### config.mk
export PLATFORM = sky130hd
export DESIGN_NAME = bsg_mem_link_wormhole_rr_arbiter
export DESIGN_NICKNAME = d
export VERILOG_FILES = /design/src/rtl/bsg_mem_link_wormhole_rr_arbiter.sv
export SDC_FILE = /design/constraint.sdc
export NUM_CORES = 1
export LEC_CHECK = 0
export ABC_AREA = 1
export BUFFER_PORTS_ARGS = -buffer_cell sky130_fd_sc_hd__buf_2
export CORE_AREA = 2 2 91 93
export CTS_CLUSTER_DIAMETER = 150
export CTS_CLUSTER_SIZE = 28
export DETAILED_ROUTE_END_ITERATION = 6
export DIE_AREA = 0 0 93 95
export GPL_ROUTABILITY_DRIVEN = 0
export PLACE_DENSITY_LB_ADDON = 0.25
export SYNTH_ARGS = -nofsm -noshare
export SYNTH_HDL_FRONTEND = slang
export SYNTH_SLANG_ARGS = --single-unit
### constraint.sdc
create_clock -name clk_i -period 1.43 [get_ports clk_i]
set_clock_uncertainty 0.05 [all_clocks]
set_input_delay 0.2145 -clock clk_i [delete_from_list [all_inputs] [get_ports clk_i]]
set_output_delay 0.2145 -clock clk_i [all_outputs]
set_load 0.05 [all_outputs]
### src/rtl/bsg_mem_link_wormhole_rr_arbiter.sv
// bsg_mem_link_wormhole_rr_arbiter: packet-aware round-robin split/merge of one wormhole link over num_in_p links.
// Define BSG_MEM_LINK_ARB_STATS_EN to add saturating completed-packet counters.
module bsg_mem_link_wormhole_rr_arbiter #(
  parameter int width_p      = 32,
  parameter int num_in_p     = 2,
  parameter int cord_width_p = 8,
  parameter int len_width_p  = 4
) (
  input  logic                        clk_i,
  input  logic                        reset_i,
  input  logic                        single_v_i,
  input  logic [width_p-1:0]          single_data_i,
  output logic                        single_ready_and_o,
  output logic                        single_v_o,
  output logic [width_p-1:0]          single_data_o,
  input  logic                        single_ready_and_i,
  output logic [num_in_p-1:0]         links_v_o,
  output logic [num_in_p*width_p-1:0] links_data_o,
  input  logic [num_in_p-1:0]         links_ready_and_i,
  input  logic [num_in_p-1:0]         links_v_i,
  input  logic [num_in_p*width_p-1:0] links_data_i,
  output logic [num_in_p-1:0]         links_ready_and_o,
  output logic [15:0]                 stats_out_pkts_o,
  output logic [15:0]                 stats_in_pkts_o
);
  localparam int ptr_w = num_in_p > 1 ? $clog2(num_in_p) : 1;
  localparam logic [ptr_w-1:0] last_ptr = ptr_w'(num_in_p - 1);
  typedef enum logic {OIDLE, OBUSY} o_state_e;
  typedef enum logic {IIDLE, IBUSY} i_state_e;
  o_state_e o_state_r, o_state_n;
  i_state_e i_state_r, i_state_n;
  logic [ptr_w-1:0] out_ptr_r, out_ptr_n, in_ptr_r, in_ptr_n, lock_r, lock_n, grant;
  logic [len_width_p-1:0] out_cnt_r, out_cnt_n, in_cnt_r, in_cnt_n, out_len, in_len;
  logic out_hs, in_hs, out_done, in_done, found;
  assign out_len = single_data_i[cord_width_p +: len_width_p];
  assign in_len = single_data_o[cord_width_p +: len_width_p];
  assign links_data_o = {num_in_p{single_data_i}};
  assign single_ready_and_o = ~reset_i & links_ready_and_i[out_ptr_r];
  assign out_hs = single_v_i & single_ready_and_o;
  assign single_data_o = links_data_i[grant*width_p +: width_p];
  assign single_v_o = ~reset_i & found & links_v_i[grant];
  assign in_hs = single_v_o & single_ready_and_i;
  // Descending scan so the first valid link at or after in_ptr_r wins.
  always_comb begin
    grant = lock_r;
    found = (i_state_r == IBUSY);
    if (i_state_r == IIDLE)
      for (int k = num_in_p - 1; k >= 0; k--)
        if (links_v_i[(int'(in_ptr_r) + k) % num_in_p]) begin
          grant = ptr_w'((int'(in_ptr_r) + k) % num_in_p);
          found = 1'b1;
        end
  end
  always_comb begin
    for (int i = 0; i < num_in_p; i++) begin
      links_v_o[i] = ~reset_i & single_v_i & (out_ptr_r == ptr_w'(i));
      links_ready_and_o[i] = ~reset_i & found & single_ready_and_i & (grant == ptr_w'(i));
    end
  end
  always_comb begin
    o_state_n = o_state_r;
    out_cnt_n = out_cnt_r;
    out_done = 1'b0;
    if (out_hs) begin
      out_done = (o_state_r == OIDLE) ? (out_len == '0) : (out_cnt_r == len_width_p'(1));
      out_cnt_n = (o_state_r == OIDLE) ? out_len : out_cnt_r - 1'b1;
      o_state_n = out_done ? OIDLE : OBUSY;
    end
    out_ptr_n = !out_done ? out_ptr_r : (out_ptr_r == last_ptr ? '0 : out_ptr_r + 1'b1);
  end
  always_comb begin
    i_state_n = i_state_r;
    in_cnt_n = in_cnt_r;
    in_ptr_n = in_ptr_r;
    lock_n = lock_r;
    in_done = 1'b0;
    if (in_hs) begin
      in_done = (i_state_r == IIDLE) ? (in_len == '0) : (in_cnt_r == len_width_p'(1));
      in_cnt_n = (i_state_r == IIDLE) ? in_len : in_cnt_r - 1'b1;
      i_state_n = in_done ? IIDLE : IBUSY;
      if (i_state_r == IIDLE) begin
        in_ptr_n = (grant == last_ptr) ? '0 : grant + 1'b1;
        lock_n = grant;
      end
    end
  end
  always_ff @(posedge clk_i) begin
    if (reset_i) begin
      o_state_r <= OIDLE;
      i_state_r <= IIDLE;
      out_ptr_r <= '0;
      in_ptr_r <= '0;
      lock_r <= '0;
      out_cnt_r <= '0;
      in_cnt_r <= '0;
    end else begin
      o_state_r <= o_state_n;
      i_state_r <= i_state_n;
      out_ptr_r <= out_ptr_n;
      in_ptr_r <= in_ptr_n;
      lock_r <= lock_n;
      out_cnt_r <= out_cnt_n;
      in_cnt_r <= in_cnt_n;
    end
  end
`ifdef BSG_MEM_LINK_ARB_STATS_EN
  logic [15:0] out_pkts_r, in_pkts_r;
  always_ff @(posedge clk_i) begin
    if (reset_i) begin
      out_pkts_r <= '0;
      in_pkts_r <= '0;
    end else begin
      if (out_done && out_pkts_r != '1) out_pkts_r <= out_pkts_r + 1'b1;
      if (in_done && in_pkts_r != '1) in_pkts_r <= in_pkts_r + 1'b1;
    end
  end
  assign stats_out_pkts_o = out_pkts_r;
  assign stats_in_pkts_o = in_pkts_r;
`else
  assign stats_out_pkts_o = '0;
  assign stats_in_pkts_o = '0;
`endif
endmodule

Yosys cells after proc, flatten, opt, wreduce, memory -nomap -nowiden. Index checks and enable logic that the tools add are counted.

RAM bits: 0. Latch bits: 0. Memory bits (read-only): 0. Register bits: 13. Memories kept: 0. Input port bits: 104. Logic and storage cells: 62.

Reduce and logical (&&, ||, !) cells: 3. Shift-type cells: 1. Bitwise gates (word level): 16. $lt $le $gt $ge: 4. Add/sub/neg operators: 5. Divide/modulo/power cells: 0. Multiplexer cells: 24. $mul: 0. Equality and inequality tests: 2.

Operator list (count): indexed part select 64 x 7 -> 32 bit (1); two-way mux 1 bit (22); bitwise AND 1 bit (11); == test 4 x 1 -> 1 bit, second input constant (2); logical NOT 4 bit (2); two-way mux 4 bit (2); subtractor 4 x 1 -> 4 bit, second input constant (2); < comparator 1 x 2 -> 1 bit, second input constant (3); inverter 1 bit (4); adder 1 bit, second input constant (3); < comparator 2 x 3 -> 1 bit, second input constant (1); AND reduction 2 bit (1); bitwise AND 1 bit, first input constant (1).

Longest topological paths before layout.
Depth in word-level cells: 13. Depth in mapped cells: 10. Depth with buffers taken out: 10.

Least setup slack after synthesis. Ideal clock, no wire load.

Path type: register -> register. Start point: register out_ptr_r. End point: register out_ptr_r. Required time: 1310 ps. Period minus slack after synthesis: 1923 ps. Path buffers: 0. Cell stages (with the launch flop): 7. Path slack: -493 ps. Arrival: 1803 ps. Setup time: 70 ps. Path through: dfxtp_1 o21ai_0 nor2_1 nand2_2 a21oi_1 o21ai_0 a21oi_1.

Cells in the longest elaborated chain, start to end: 5. Elaborated cells on any way between the ends: 7.

Ends and longest elaborated chain: from (decl) (RTL line 32) `logic [ptr_w-1:0] out_ptr_r, out_ptr_n, in_ptr_r, in_ptr_n, lock_r, lock_n, grant;`; from (signal assigned) (RTL line 99) `out_ptr_r <= out_ptr_n;`; two-way mux 1 bit (not written as such) (2 in a row) (RTL line 38) `assign single_ready_and_o = ~reset_i & links_ready_and_i[out_ptr_r];`; bitwise AND 1 bit (RTL line 38); named net single_ready_and_o (RTL line 13) `output logic single_ready_and_o,`; bitwise AND 1 bit (RTL line 39) `assign out_hs = single_v_i & single_ready_and_o;`; two-way mux 1 bit (RTL line 64) `if (out_hs) begin`.

The timed path passes the listed nets, and every way through them passes these cells. The select of a mux whose other input is x is not followed. A chain may end at the register's enable or synchronous reset.

Worst setup path in the final report.
Start point: register i_state_r. End point: output single_v_o.

Cells in the longest elaborated chain, start to end: 4. Elaborated cells on any way between the ends: 6.

Ends and longest elaborated chain: from (decl) (RTL line 31) `i_state_e i_state_r, i_state_n;`; from (signal assigned) (RTL line 98) `i_state_r <= i_state_n;`; two-way mux 1 bit (RTL line 47) `if (i_state_r == IIDLE)`; two-way mux 1 bit (not written as such) (2 in a row) (RTL line 41) `assign single_v_o = ~reset_i & found & links_v_i[grant];`; bitwise AND 1 bit (*) (RTL line 41); to (decl) (RTL line 14) `output logic single_v_o,`.

Every way passes the cells marked *; elsewhere a longest branch is shown, timed or not. The select of a mux whose other input is x is not followed.

==> results_dict.tcl <==
set metrics [dict create \
    outcome "complete, but fails checks" \
    violations "negative setup slack" \
    clock-sinks 13 \
    drive_gt1_share_pct 62.2 \
    r2r_start "i_state_r" \
    grt_pass1_vias 1976 \
    synth_flop_cell "dfxtp_1" \
    grt_usage_pct 12.9 \
    dpl.cell_count 504 \
    finalNetCount 519 \
    final_antenna_net_count 0 \
    syn_avg_cell_area_sq_um 6.15 \
    drtIter0Drc 53 \
    portBuffers 121 \
    cp-start-kind "flip-flop" \
    hp-class "input pin to flip-flop" \
    ys_ff_latch 13 \
    clock_path_buffers 2 \
    fin_area_sq_mm 0.00342 \
    instances_no_fill 515 \
    crit_path_end_kind "output port" \
    grt_pass1_wl_mm 9.18 \
    coreArea_sq_mm 0.00793 \
    leakagePower_nw 1.75 \
    cp.arrival_ns 1.45 \
    fp.dieW_um 93 \
    cts_tree "built" \
    synthCells 326 \
    post_dp_cell_area_sq_mm 0.00260 \
    synth_warnings 0 \
    p_total_mw 2.55 \
    dp_hpwl_mm 4.53 \
    min_period_ns 1.72 \
    routed_wl_mm 6.54 \
    critPathLaunch "i_state_r" \
    r2r_slack_ns -0.16 \
    cts.clk_slew.worst_paths_ns 0.06 \
    pre_cts_slack_ns -0.139 \
    dieHeight_um 95 \
    synth_top_area_share_pct 36.0 \
    reg2reg_depth 13 \
    htreeDepth 1 \
    setup_violations 42 \
    diodes 0 \
    vias 2118 \
    path_class "flip-flop to output port" \
    yosysSeqAreaShare_pct 13.0 \
    vdd_drop_max_uv 368 \
    rsz0062_at_grt "yes" \
    avgRoutedWirePerCell_um 12.7 \
    syn-cell-area_sq_mm 0.00200 \
    synth_cell_type_count 28 \
    fp.dieArea_sq_mm 0.00884 \
    area_growth_pct 70.5 \
    placementRows 33 \
    required_ns 1.17 \
    drc 0 \
    cts_made_buffers 3 \
    period_share_pct 120 \
    async_flop_share_pct 0 \
    max_freq_mhz 583 \
    initial_core_util_pct 25.3 \
    fin_ws_ns -0.285 \
    powerDensity_mw_per_mm2 745 \
    crit_fanout 6 \
    drv_slew 0 \
    synth.area.top_cells "buf_4 (36%), nand2_1 (22%), dfxtp_1 (13%)" \
    setup_tns_ns -9.71 \
    first_pass_iters 4 \
    reg2reg_to "i_state_r" \
    worstSetupEndpoint "single_v_o" \
    synth_top_area_cell "buf_4" \
    io_pins 238 \
    grt_overflow_total 0 \
    hold_viol 0 \
    grt_max_degree 17 \
    via_per_inst 4.11 \
    root_buffer "clkbuf_8" \
    antenna_found_initial 0 \
    synth-edff-count 0 \
    insertion_delay_ns 0.24 \
    drv_cap 0 \
]
cell usage in the layout, fill, tap and decap left out, types with 2 or more instances in the layout:
master / instances
buf_2: 84
nand2_4: 64
nand2_1: 48
conb_1: 32
buf_8: 31
buf_4: 24
inv_1: 15
dfxtp_1: 12
nand2_2: 10
a21oi_1: 10
o21ai_0: 9
nor2_4: 8
nor2_1: 7
buf_6: 7
nand3_1: 6
a21oi_2: 4
ha_1: 4
nand3_2: 3
o21a_1: 3
clkbuf_8: 3
buf_12: 3
nor2_2: 2
nand4_1: 2
buf_16: 2
synthesized netlist by cell type, types with 2 or more instances:
| master | count |
|---|---|
| ha_1 | 4 |
| nand3_1 | 9 |
| nor2_4 | 2 |
| o21ai_0 | 11 |
| nand2_1 | 117 |
| dfxtp_1 | 13 |
| nor3_1 | 2 |
| nand2_2 | 4 |
| buf_4 | 96 |
| nand4_1 | 2 |
| a21oi_2 | 3 |
| nor2_1 | 14 |
| o21a_1 | 3 |
| inv_1 | 16 |
| a21oi_1 | 11 |
| buf_2 | 6 |
| nand2_4 | 2 |
worst min path at each step:
stage          cells past startpoint  slack (ns)         startpoint          endpoint
2_1_floorplan                      3        0.38            reset_i       in_cnt_r[0]
4_1_cts                            3        0.26            reset_i         i_state_r
3_3_place_gp                       0        0.38  single_data_i[19]  links_data_o[51]
3_5_place_dp                       0        0.38  single_data_i[19]  links_data_o[51]
6_report                           3        0.28            reset_i         i_state_r
5_1_grt                            3        0.28            reset_i         i_state_r
routing by layer:
layer	part of all wire, %	GRT usage [%]
met4	1.1	3.06
met2	56	24.9
met5	0	0
met3	7.2	3.43
met1	36	14.1
registers in the layout, summed over array words and instances, names as in the netlist:
name	count
in_cnt_r	4
out_cnt_r	4
i_state_r	1
in_ptr_r	1
lock_r	1
o_state_r	1
out_ptr_r	1
cells by family (layout without fill, tap and decap cells):
| kind of cell | after synthesis | after routing | share of synthesized area [%] |
|---|---|---|---|
| AOI/OAI and AO/OA | 30 | 30 | 8.80 |
| xor gates and xnor gates | 1 | 1 | 0.437 |
| adders and majority gates | 4 | 4 | 2.50 |
| buffers and inverters | 120 | 173 | 40.8 |
| DFF | 13 | 13 | 13.0 |
| other | 1 | 32 | 0.187 |
| and+or+nand+nor | 157 | 157 | 34.3 |
stage by stage:
stage,utilization (%),hold slack (ns)
floorplan,-,0.379
global placement,32.8,0.379
detailed placement,32.8,0.379
CTS,40.2,0.264
global route,43.1,0.285
finish,43.1,0.280
area by class of cell:
cell class / instances / area [sq um]
Clock buffer: 4 / 45.0
Inverter: 17 / 78.8
Tap cell: 105 / 131
Sequential cell: 13 / 264
Timing Repair Buffer: 152 / 1280
Fill cell: 821 / 4510
Multi-Input combinational cell: 224 / 1610
critical path, cell delays in order, from the launching register on:
cell	delay (ns)
dfxtp_4	0.36
inv_4	0.07
nand2_4	0.05
nand2_4	0.09
buf_4	0.18
nor2_4	0.06
buf_4	0.13
nor2_4	0.12
buf_12	0.14
power by group:
part           switching, mW  internal [mW]  total, mW
Combinational           1.13          0.677       1.81
Clock                  0.145          0.197      0.342
Sequential            0.0151          0.381      0.396
repair_timing:
action,in CTS,in global routing
setup buffers,2,2
gates resized for setup,140,54
setup endpoints to repair,42,45
pin swaps,2,6
gates cloned,2,1
endpoints found under the hold margin,0,0
hold buffers,0,0
(Power assumes the default switching activity.)
